File: src/rtl/cc_alu_seq_pkg.sv
// cc_alu_seq_pkg: opcodes, FSM state encoding and CC-opcode test shared by the sequential ALU
package cc_alu_seq_pkg;
  localparam logic [3:0] OP_ANDCC  = 4'd0;
  localparam logic [3:0] OP_ORCC   = 4'd1;
  localparam logic [3:0] OP_NORCC  = 4'd2;
  localparam logic [3:0] OP_ADDCC  = 4'd3;
  localparam logic [3:0] OP_SUBCC  = 4'd4;
  localparam logic [3:0] OP_AND    = 4'd5;
  localparam logic [3:0] OP_OR     = 4'd6;
  localparam logic [3:0] OP_NOR    = 4'd7;
  localparam logic [3:0] OP_ADD    = 4'd8;
  localparam logic [3:0] OP_SUB    = 4'd9;
  localparam logic [3:0] OP_SLL    = 4'd10;
  localparam logic [3:0] OP_SRL    = 4'd11;
  localparam logic [3:0] OP_SRA    = 4'd12;
  localparam logic [3:0] OP_SEXT13 = 4'd13;
  localparam logic [3:0] OP_INCPC  = 4'd14;
  localparam logic [3:0] OP_PASSA  = 4'd15;
  typedef enum logic [1:0] {ST_IDLE, ST_SHIFT, ST_DONE} state_t;
  function automatic logic is_cc(input logic [3:0] op);
    return op <= OP_SUBCC;
  endfunction
endpackage

File: src/rtl/cc_alu_seq_core.sv
// cc_alu_seq_core: combinational single-cycle result and next N/Z/V/C flags (shift ops pass A through)
module cc_alu_seq_core
  import cc_alu_seq_pkg::*;
#(
  parameter int DATAWIDTH_BUS = 32,
  parameter int DATAWIDTH_ALU_SELECTION = 4
) (
  input  logic [DATAWIDTH_ALU_SELECTION-1:0] opcode,
  input  logic [DATAWIDTH_BUS-1:0]           dataA,
  input  logic [DATAWIDTH_BUS-1:0]           dataB,
  output logic [DATAWIDTH_BUS-1:0]           result,
  output logic [3:0]                         flags
);
  localparam int W = DATAWIDTH_BUS;
  logic [W:0] sum, diff;
  logic addV, subV;
  always_comb begin
    sum = {1'b0, dataA} + {1'b0, dataB};
    diff = {1'b0, dataA} - {1'b0, dataB};
    case (opcode)
      OP_ANDCC, OP_AND: result = dataA & dataB;
      OP_ORCC, OP_OR:   result = dataA | dataB;
      OP_NORCC, OP_NOR: result = ~(dataA | dataB);
      OP_ADDCC, OP_ADD: result = sum[W-1:0];
      OP_SUBCC, OP_SUB: result = diff[W-1:0];
      OP_SEXT13:        result = {{(W-13){dataA[12]}}, dataA[12:0]};
      OP_INCPC:         result = dataA + W'(4);
      default:          result = dataA;
    endcase
    addV = (dataA[W-1] == dataB[W-1]) && (result[W-1] != dataA[W-1]);
    subV = (dataA[W-1] != dataB[W-1]) && (result[W-1] != dataA[W-1]);
    flags = {result[W-1], result == '0,
             opcode == OP_ADDCC ? addV : opcode == OP_SUBCC ? subV : 1'b0,
             opcode == OP_ADDCC ? sum[W] : opcode == OP_SUBCC ? diff[W] : 1'b0};
  end
endmodule

File: src/rtl/cc_alu_seq.sv
// cc_alu_seq: registered ALU with start/ready/done handshake, iterative 1-bit/cycle shifts and active-low CC flags
module cc_alu_seq
  import cc_alu_seq_pkg::*;
#(
  parameter int DATAWIDTH_BUS = 32,
  parameter int DATAWIDTH_ALU_SELECTION = 4,
  parameter int DATAWIDTH_SHAMT = $clog2(DATAWIDTH_BUS)
) (
  input  logic                               CC_ALUSEQ_CLOCK_50,
  input  logic                               CC_ALUSEQ_RESET_InHigh,
  input  logic                               CC_ALUSEQ_start_In,
  input  logic [DATAWIDTH_ALU_SELECTION-1:0] CC_ALUSEQ_selection_InBUS,
  input  logic [DATAWIDTH_BUS-1:0]           CC_ALUSEQ_dataA_InBUS,
  input  logic [DATAWIDTH_BUS-1:0]           CC_ALUSEQ_dataB_InBUS,
  output logic                               CC_ALUSEQ_ready_Out,
  output logic                               CC_ALUSEQ_done_Out,
  output logic [DATAWIDTH_BUS-1:0]           CC_ALUSEQ_data_OutBUS,
  output logic                               CC_ALUSEQ_negative_OutLow,
  output logic                               CC_ALUSEQ_zero_OutLow,
  output logic                               CC_ALUSEQ_overflow_OutLow,
  output logic                               CC_ALUSEQ_carry_OutLow
);
  localparam int W = DATAWIDTH_BUS;
  localparam int SH = DATAWIDTH_SHAMT;
  state_t state;
  logic [W-1:0] shReg, stepped, coreResult, dataOut;
  logic [SH-1:0] count, shAmt;
  logic [DATAWIDTH_ALU_SELECTION-1:0] opReg, sel;
  logic [3:0] flags, coreFlags;
  logic accept, isShift;
  assign sel = CC_ALUSEQ_selection_InBUS;
  assign shAmt = CC_ALUSEQ_dataB_InBUS[SH-1:0];
  assign CC_ALUSEQ_ready_Out = state != ST_SHIFT;
  assign CC_ALUSEQ_done_Out = state == ST_DONE;
  assign accept = CC_ALUSEQ_start_In && CC_ALUSEQ_ready_Out;
  assign isShift = sel == OP_SLL || sel == OP_SRL || sel == OP_SRA;
  assign stepped = opReg == OP_SLL ? shReg << 1 : {opReg == OP_SRA && shReg[W-1], shReg[W-1:1]};
  assign CC_ALUSEQ_data_OutBUS = dataOut;
  assign CC_ALUSEQ_negative_OutLow = ~flags[3];
  assign CC_ALUSEQ_zero_OutLow = ~flags[2];
  assign CC_ALUSEQ_overflow_OutLow = ~flags[1];
  assign CC_ALUSEQ_carry_OutLow = ~flags[0];
  cc_alu_seq_core #(
    .DATAWIDTH_BUS(DATAWIDTH_BUS),
    .DATAWIDTH_ALU_SELECTION(DATAWIDTH_ALU_SELECTION)
  ) core (
    .opcode(sel),
    .dataA(CC_ALUSEQ_dataA_InBUS),
    .dataB(CC_ALUSEQ_dataB_InBUS),
    .result(coreResult),
    .flags(coreFlags)
  );
  always_ff @(posedge CC_ALUSEQ_CLOCK_50) begin
    if (CC_ALUSEQ_RESET_InHigh) begin
      state <= ST_IDLE;
      dataOut <= '0;
      flags <= '0;
      shReg <= '0;
      count <= '0;
      opReg <= '0;
    end else if (accept) begin
      opReg <= sel;
      shReg <= CC_ALUSEQ_dataA_InBUS;
      count <= shAmt;
      if (isShift && shAmt != '0) state <= ST_SHIFT;
      else begin
        state <= ST_DONE;
        dataOut <= coreResult;
        if (is_cc(sel)) flags <= coreFlags;
      end
    end else if (state == ST_SHIFT) begin
      shReg <= stepped;
      count <= count - SH'(1);
      if (count == SH'(1)) begin
        state <= ST_DONE;
        dataOut <= stepped;
      end
    end else if (state == ST_DONE) state <= ST_IDLE;
  end
endmodule
File: config.mk
export PLATFORM = sky130hd
export DESIGN_NAME = cc_alu_seq
export DESIGN_NICKNAME = d
export VERILOG_FILES = /design/src/rtl/cc_alu_seq_pkg.sv /design/src/rtl/cc_alu_seq_core.sv /design/src/rtl/cc_alu_seq.sv
export SDC_FILE = /design/constraint.sdc
export NUM_CORES = 1
export LEC_CHECK = 0
export CAP_MARGIN = 20
export CORE_ASPECT_RATIO = 0.5
export CORE_UTILIZATION = 25
export DETAILED_ROUTE_END_ITERATION = 10
export PLACE_DENSITY = 0.4
export SLEW_MARGIN = 0
export SYNTH_ARGS = -nofsm -noshare
export SYNTH_HDL_FRONTEND = slang
export SYNTH_SLANG_ARGS = --single-unit
export TNS_END_PERCENT = 1
File: constraint.sdc
create_clock -name CC_ALUSEQ_CLOCK_50 -period 3.6 [get_ports CC_ALUSEQ_CLOCK_50]
set_input_delay 0.36 -clock CC_ALUSEQ_CLOCK_50 [delete_from_list [all_inputs] [get_ports CC_ALUSEQ_CLOCK_50]]
set_output_delay 0.36 -clock CC_ALUSEQ_CLOCK_50 [all_outputs]
set_load 0.05 [all_outputs]
# [Word-level counts from Yosys, hierarchy flattened]
# Index checks and enable logic that the tools add are counted.
[classes] n_mux=19 n_reduce_logical=21 addsub=4 eq_ne=25 n_bitwise=8 order_cmp=1
[op_table] operator="32-bit 2-to-1 mux" n=7
[op_table] operator="32-bit one-hot mux with 7 select lines" n=1
[op_table] operator="4-bit == test, second input constant" n=9
[op_table] operator="32-bit by 32-bit adder with 33-bit output" n=1
[op_table] operator="32-bit by 32-bit subtractor with 33-bit output" n=1
[op_table] operator="32-bit by 3-bit adder with 32-bit output, second input constant" n=1
[op_table] operator="32-bit bitwise AND" n=1
[op_table] operator="32-bit logical NOT" n=1
[op_table] operator="32-bit NOT" n=1
[op_table] operator="32-bit bitwise OR" n=1
[op_table] operator="4-bit by 3-bit == test with 1-bit output, second input constant" n=4
[op_table] operator="2-bit 2-to-1 mux" n=5
[op_table] operator="5-bit 2-to-1 mux" n=2
[op_table] operator="2-bit OR reduction" n=5
[op_table] operator="4-bit by 2-bit == test with 1-bit output, second input constant" n=2
[op_table] operator="3-bit AND reduction" n=2
[op_table] operator="5-bit by 1-bit == test with 1-bit output, second input constant" n=1
[op_table] operator="1-bit logical AND" n=5
[op_table] operator="1-bit NOT" n=5
[op_table] operator="5-bit nonzero test" n=1
[op_table] operator="5-bit by 1-bit subtractor with 5-bit output, second input constant" n=1
[op_table] operator="4-bit by 1-bit == test with 1-bit output, second input constant" n=1
[op_table] operator="4-bit by 3-bit less-or-equal comparator with 1-bit output, second input constant" n=1
[op_table] operator="4-bit logical NOT" n=1
[op_table] operator="12 further kinds" n=18
[totals] output_inout_bits=38 word_cells=84 ff_bits=79

# [Logic depth before layout (Yosys ltp)]
[depth] ltp_word=7 ltp_mapped=15 depth_no_buf=15

# [Hierarchy]
# From an unflattened synthesis, not the netlist that was laid out.
[hier_totals] cells_unflattened=1633 hier_area_um2=11419.7
[by_module_without_submodules] mod="cc_alu_seq_core" area_per_inst_um2=7567.3 cells_each=1179 instances=1
[by_module_without_submodules] mod="cc_alu_seq" area_per_inst_um2=3852.4 cells_each=454 instances=1

# [Worst setup path after synthesis]
# OpenSTA, ideal clock, no wires.
[synth_timing] path_type="input to register" from="in CC_ALUSEQ_dataA_InBUS[0]" to="reg flags[2]" path_buffers=0 arrival_time_ns=3.259 stages=15 slack_ns=0.282 cell_sequence="inv_1 ha_1 inv_1 fa_1 nor2b_1 o211ai_1 a21oi_1 o31a_2 mux2i_1 o32ai_2 nand4_1 or4_1 nor4_1 nand4_1 nand2_1"
[synth_between] elab_chain_len=4 elab_cells_between_ends=8
[synth_rtl] item="start, declared" line_no="cc_alu_seq.sv:13" text="input logic [DATAWIDTH_BUS-1:0] CC_ALUSEQ_dataA_InBUS,"
[synth_rtl] item="branches (longest 2 deep; another with 32-bit by 3-bit adder with 32-bit output)"
[synth_rtl] item="32-bit one-hot mux with 7 select lines *" line_no="cc_alu_seq_core.sv:20" text="case (opcode)"
[synth_rtl] item="32-bit logical NOT *" line_no="cc_alu_seq_core.sv:32" text="flags = {result[W-1], result == '0,"
[synth_rtl] item="end signal, assigned" line_no="cc_alu_seq.sv:69" text="if (is_cc(sel)) flags <= coreFlags;"
[synth_rtl] item="end, declared" line_no="cc_alu_seq.sv:29" text="logic [3:0] flags, coreFlags;"
# Mark *: on every way between the ends.
# A chain may end at the register's enable or synchronous reset.

# [Worst setup path after layout]
[layout_timing] from="in CC_ALUSEQ_dataA_InBUS[12]" to="reg flags[2]"
# Same word-level chain as after synthesis.

==> results by group <==
Global route
  • Vias in the first global route: 13.3k
  • Largest net degree at the start of global routing: 80
  • All-Layer GR Usage: 24.6%
  • Initial antenna violation count: 1
  • First-pass GRT wire length: approximately 84000 um
  • Total grt overflow: 0

Timing
  • Final Slew Violations: 0
  • FMAX: 0.280 GHz
  • Rel. slew slack: between 40% and 50%
  • RSZ-0062 raised after global routing: yes
  • Finish-stage setup viols: 0
  • Slew @ Worst Pin: between 0.8 and 0.9 ns
  • Final min period: 3.57 ns
  • Post-Route Setup TNS: 0 ns
  • Final clock skew: 0.0114 ns
  • Hold Slack: approximately 0.45 ns
  • Final hold violation count: 0
  • Final period util: 99.3%

Power and ir drop
  • P_int: 2.64 mW
  • Pwr Total: around 4.6 mW
  • Comb power frac: between 50% and 60%
  • Leakage power: 7.20 nW
  • Clock share of power: 20.7%
  • Peak supply drop: 0.000239 V
  • Flop pwr share: 22.1%
  • Switch share: 42.2%
  • PD cells: approximately 270 nW/um^2
  • P_sw: 1.93 mW

Run status
  • Status: complete, no violations

Clock tree
  • H-tree depth: 3
  • Clock sinks: 79
  • Clock latency on the worst-skew pair: 0.34 ns
  • Clock Tree Buf Depth: 2
  • Post-CTS Hold Fix Bufs: 0
  • Clock slew seen by the registers of the worst setup and hold paths: 0.07 ns
  • Num CTS Buffers: 9
  • Clock root buffer master: clkbuf_16
  • CTS tree: yes

Synthesis
  • Yosys warns: 0
  • Syn nets: between 1.5k and 2k
  • Syn Inst Count: 1582
  • Syn avg cell area: around 7 um^2
  • Post-synthesis sequential area ratio: ~14%
  • #FFs+latches synth: 79
  • Number of synthesized flops with an enable pin: 0
  • Ys flop type: dfxtp_1
  • Asr flop ratio synth: 0%
  • Synth unique cells: 85
  • Post-Syn Area: 11100 um^2

Worst setup path
  • Slowest stage cell, crit path: clkdlybuf4s50_1
  • Family with the most delay on the worst path: compound AO/OA/AOI/OAI gates
  • Crit path cell chain: clkdlybuf4s50_1 > inv_1 > ha_1 > buf_4 > a21o_1 > a21o_1 > a221o_1 > a31o_2 > o21bai_2 > a2111oi_2 > nor3b_2 > o22ai_2 > nor4_2 > nand4_1 > nand2_1
  • Worst path required time: 3.88 ns
  • CP endpoint kind: flop
  • CP arrival: 3.86 ns
  • Crit path largest cell delay: 0.47 ns
  • Worst-path fanout max: 11
  • Crit path kind: input port to flop
  • CP Launch Type: input port
  • WP buf/inv: 3
  • Crit-path most repeated cell: a21o_1

Die
  • Std cell rows: 54
  • Die ar.: 45400 um^2
  • Die Height: 151 um
  • Number of I/O pins: 109
  • Initial Util: 25.4%
  • Chip Width: 300 um
  • Core ar.: 43700 um^2

Routing
  • Total number of vias: 14.1k
  • Initial DRC count: 1236
  • DR WL/cell: 21.5 um
  • DR vias/cell: 5.34
  • Antenna-violating nets left: 0
  • Wirelength, routed: 56700 um
  • DR pass1 iterations: 5
  • Drt drc: 0

Cells and area
  • Share of cells above drive strength 1: 30.4%
  • Area Growth Syn to Fin: 52.8%
  • Fin area: 17000 um^2
  • Nets@finish: 2231
  • Filler cells: 4656

Placement
  • Detailed Place HPWL: about 47000 um
  • Port Buf Inserts: 108
  • Final RePlAce weighted congestion: roughly 0.95
  • Placed cell areas: 15900 um^2

Worst hold path
  • Worst Hold Class: flop to flop

Flow run
  • Max Cap Viol: 0
worst min-delay path: cells and delay by family (launching register included):
| kind | cells | cell delay, ns |
|---|---|---|
| simple gates | 1 | 0.05 |
| compound gates | 1 | 0.05 |
| flops | 1 | 0.31 |
worst paths after layout:
| check | start | to | slack (ns) | cells after the start |
|---|---|---|---|---|
| max reg2reg | state[0] | CC_ALUSEQ_data_OutBUS[29] | 0.89 | 10 |
| min reg2reg | CC_ALUSEQ_data_OutBUS[23] | CC_ALUSEQ_data_OutBUS[23] | 0.45 | 2 |
| max | CC_ALUSEQ_dataA_InBUS[12] | flags[2] | 0.03 | 15 |
| min | CC_ALUSEQ_data_OutBUS[23] | CC_ALUSEQ_data_OutBUS[23] | 0.45 | 2 |
stage by stage:
| stage | std cells | setup slack (ns) | utilization (%) |
|---|---|---|---|
| floorplan | 1582 | 0.282 | - |
| global placement | 2610 | -0.828 | 36.3 |
| detailed placement | 2611 | -0.846 | 36.3 |
| CTS | 2635 | -0.00818 | 37.7 |
| global route | 2642 | -0.0802 | 38.9 |
| finish | 2643 | 0.0261 | 38.9 |
cells in the final DEF (no fill, tap or decap), types with 8 or more instances in the layout:
master	count
nand2b_1	13
dfxtp_1	79
o221ai_1	13
a21o_1	14
a21oi_2	10
xnor2_1	29
nand2_1	143
nor2b_1	39
a211oi_1	88
a31oi_1	17
nor2_1	120
o22ai_1	15
o21bai_1	10
inv_1	108
or2_2	8
o211ai_1	23
nand3_1	36
o31ai_1	13
clkdlybuf4s50_1	95
or3_1	13
mux2i_1	57
a22oi_1	9
buf_6	10
nand4_1	24
buf_4	448
o21ai_1	9
a21oi_1	118
clkbuf_16	9
ha_4	9
ha_1	93
nor4_1	16
and3_1	20
nor3_1	38
inv_2	8
o21ai_0	75
power by group through the flow:
stage / logic [mW] / registers (mW) / clock network (mW)
detailed placement: 2.41 / 1.03 / 0
global route: 2.80 / 1.02 / 1.00
CTS: 2.48 / 1.01 / 0.955
finish: 2.61 / 1.01 / 0.944
global placement: 2.42 / 1.03 / 0
floorplan: 1.10 / 1.12 / 0
final cells by class:
cell class / count / area (um^2) / share of cell area, %
tap: 588 / 736 / 4.33
multi-input combinational: 1270 / 9250 / 54.4
clock buffer: 9 / 225 / 1.33
inverter: 116 / 435 / 2.56
clock inverter: 6 / 70.1 / 0.412
antenna: 1 / 2.50 / 0.0147
sequential: 79 / 1580 / 9.31
timing repair buffer: 574 / 4700 / 27.6
cell families (layout without fill, tap and decap cells):
family / count (synthesis) / count (layout) / share of synthesized area [%]
DFF: 79 / 79 / 14.2
other: 0 / 1 / 0
adders and majority gates: 110 / 110 / 12.5
xor gates and xnor gates: 33 / 33 / 2.77
buffers and inverters: 233 / 705 / 8.73
AOI/OAI and AO/OA: 533 / 533 / 32.5
muxes: 65 / 65 / 5.93
and+or+nand+nor: 529 / 529 / 23.4
synthesized netlist by cell type (all sizes together), types with 4 or more instances:
cell	count	area (um^2)
nand2	145	544
a21oi	131	656
nor2	124	465
inv	116	435
ha	108	1350
a211oi	94	706
o21ai	87	435
dfxtp	79	1580
clkbuf	71	268
mux2i	58	581
buf	46	268
nor2b	45	289
nand3	41	205
nor3	41	205
xnor2	29	254
a31oi	26	163
nand4	24	150
o211ai	23	173
nor4	22	150
and3	20	125
o22ai	16	100
o31ai	16	120
o221ai	15	131
or3	15	93.8
a21o	14	105
nand2b	14	87.6
o21bai	11	82.6
a2111oi	10	93.8
a22oi	9	67.6
or2	9	56.3
a221o	7	70.1
mux2	7	78.8
nand3b	7	52.6
o21a	7	52.6
a221oi	6	52.6
nor3b	6	45.0
o311ai	6	52.6
a211o	5	43.8
o32ai	5	58.8
and2	4	25.0
and4	4	35.0
o2111ai	4	35.0
xor2	4	53.8
routing by layer:
metal  track usage, %  share of wire [%]  wire length (um)
met1             37.1                 51             28800
met4             3.16               0.92               521
met3             4.07                7.1              4050
met5                0                  0                 0
met2             36.6                 41             23400
state kept, by name (all words and copies together), names as in the netlist:
signal,flops
shReg,32
count,5
opReg,4
flags,4
state,2
CC_ALUSEQ_data_OutBUS,32
timing repair:
action	CTS	global route
pin swaps	23	33
resized for setup	55	106
setup buffers	9	7
hold endpoints to repair	0	0
endpoints found under the setup margin	18	20
(Power assumes the default switching activity.)
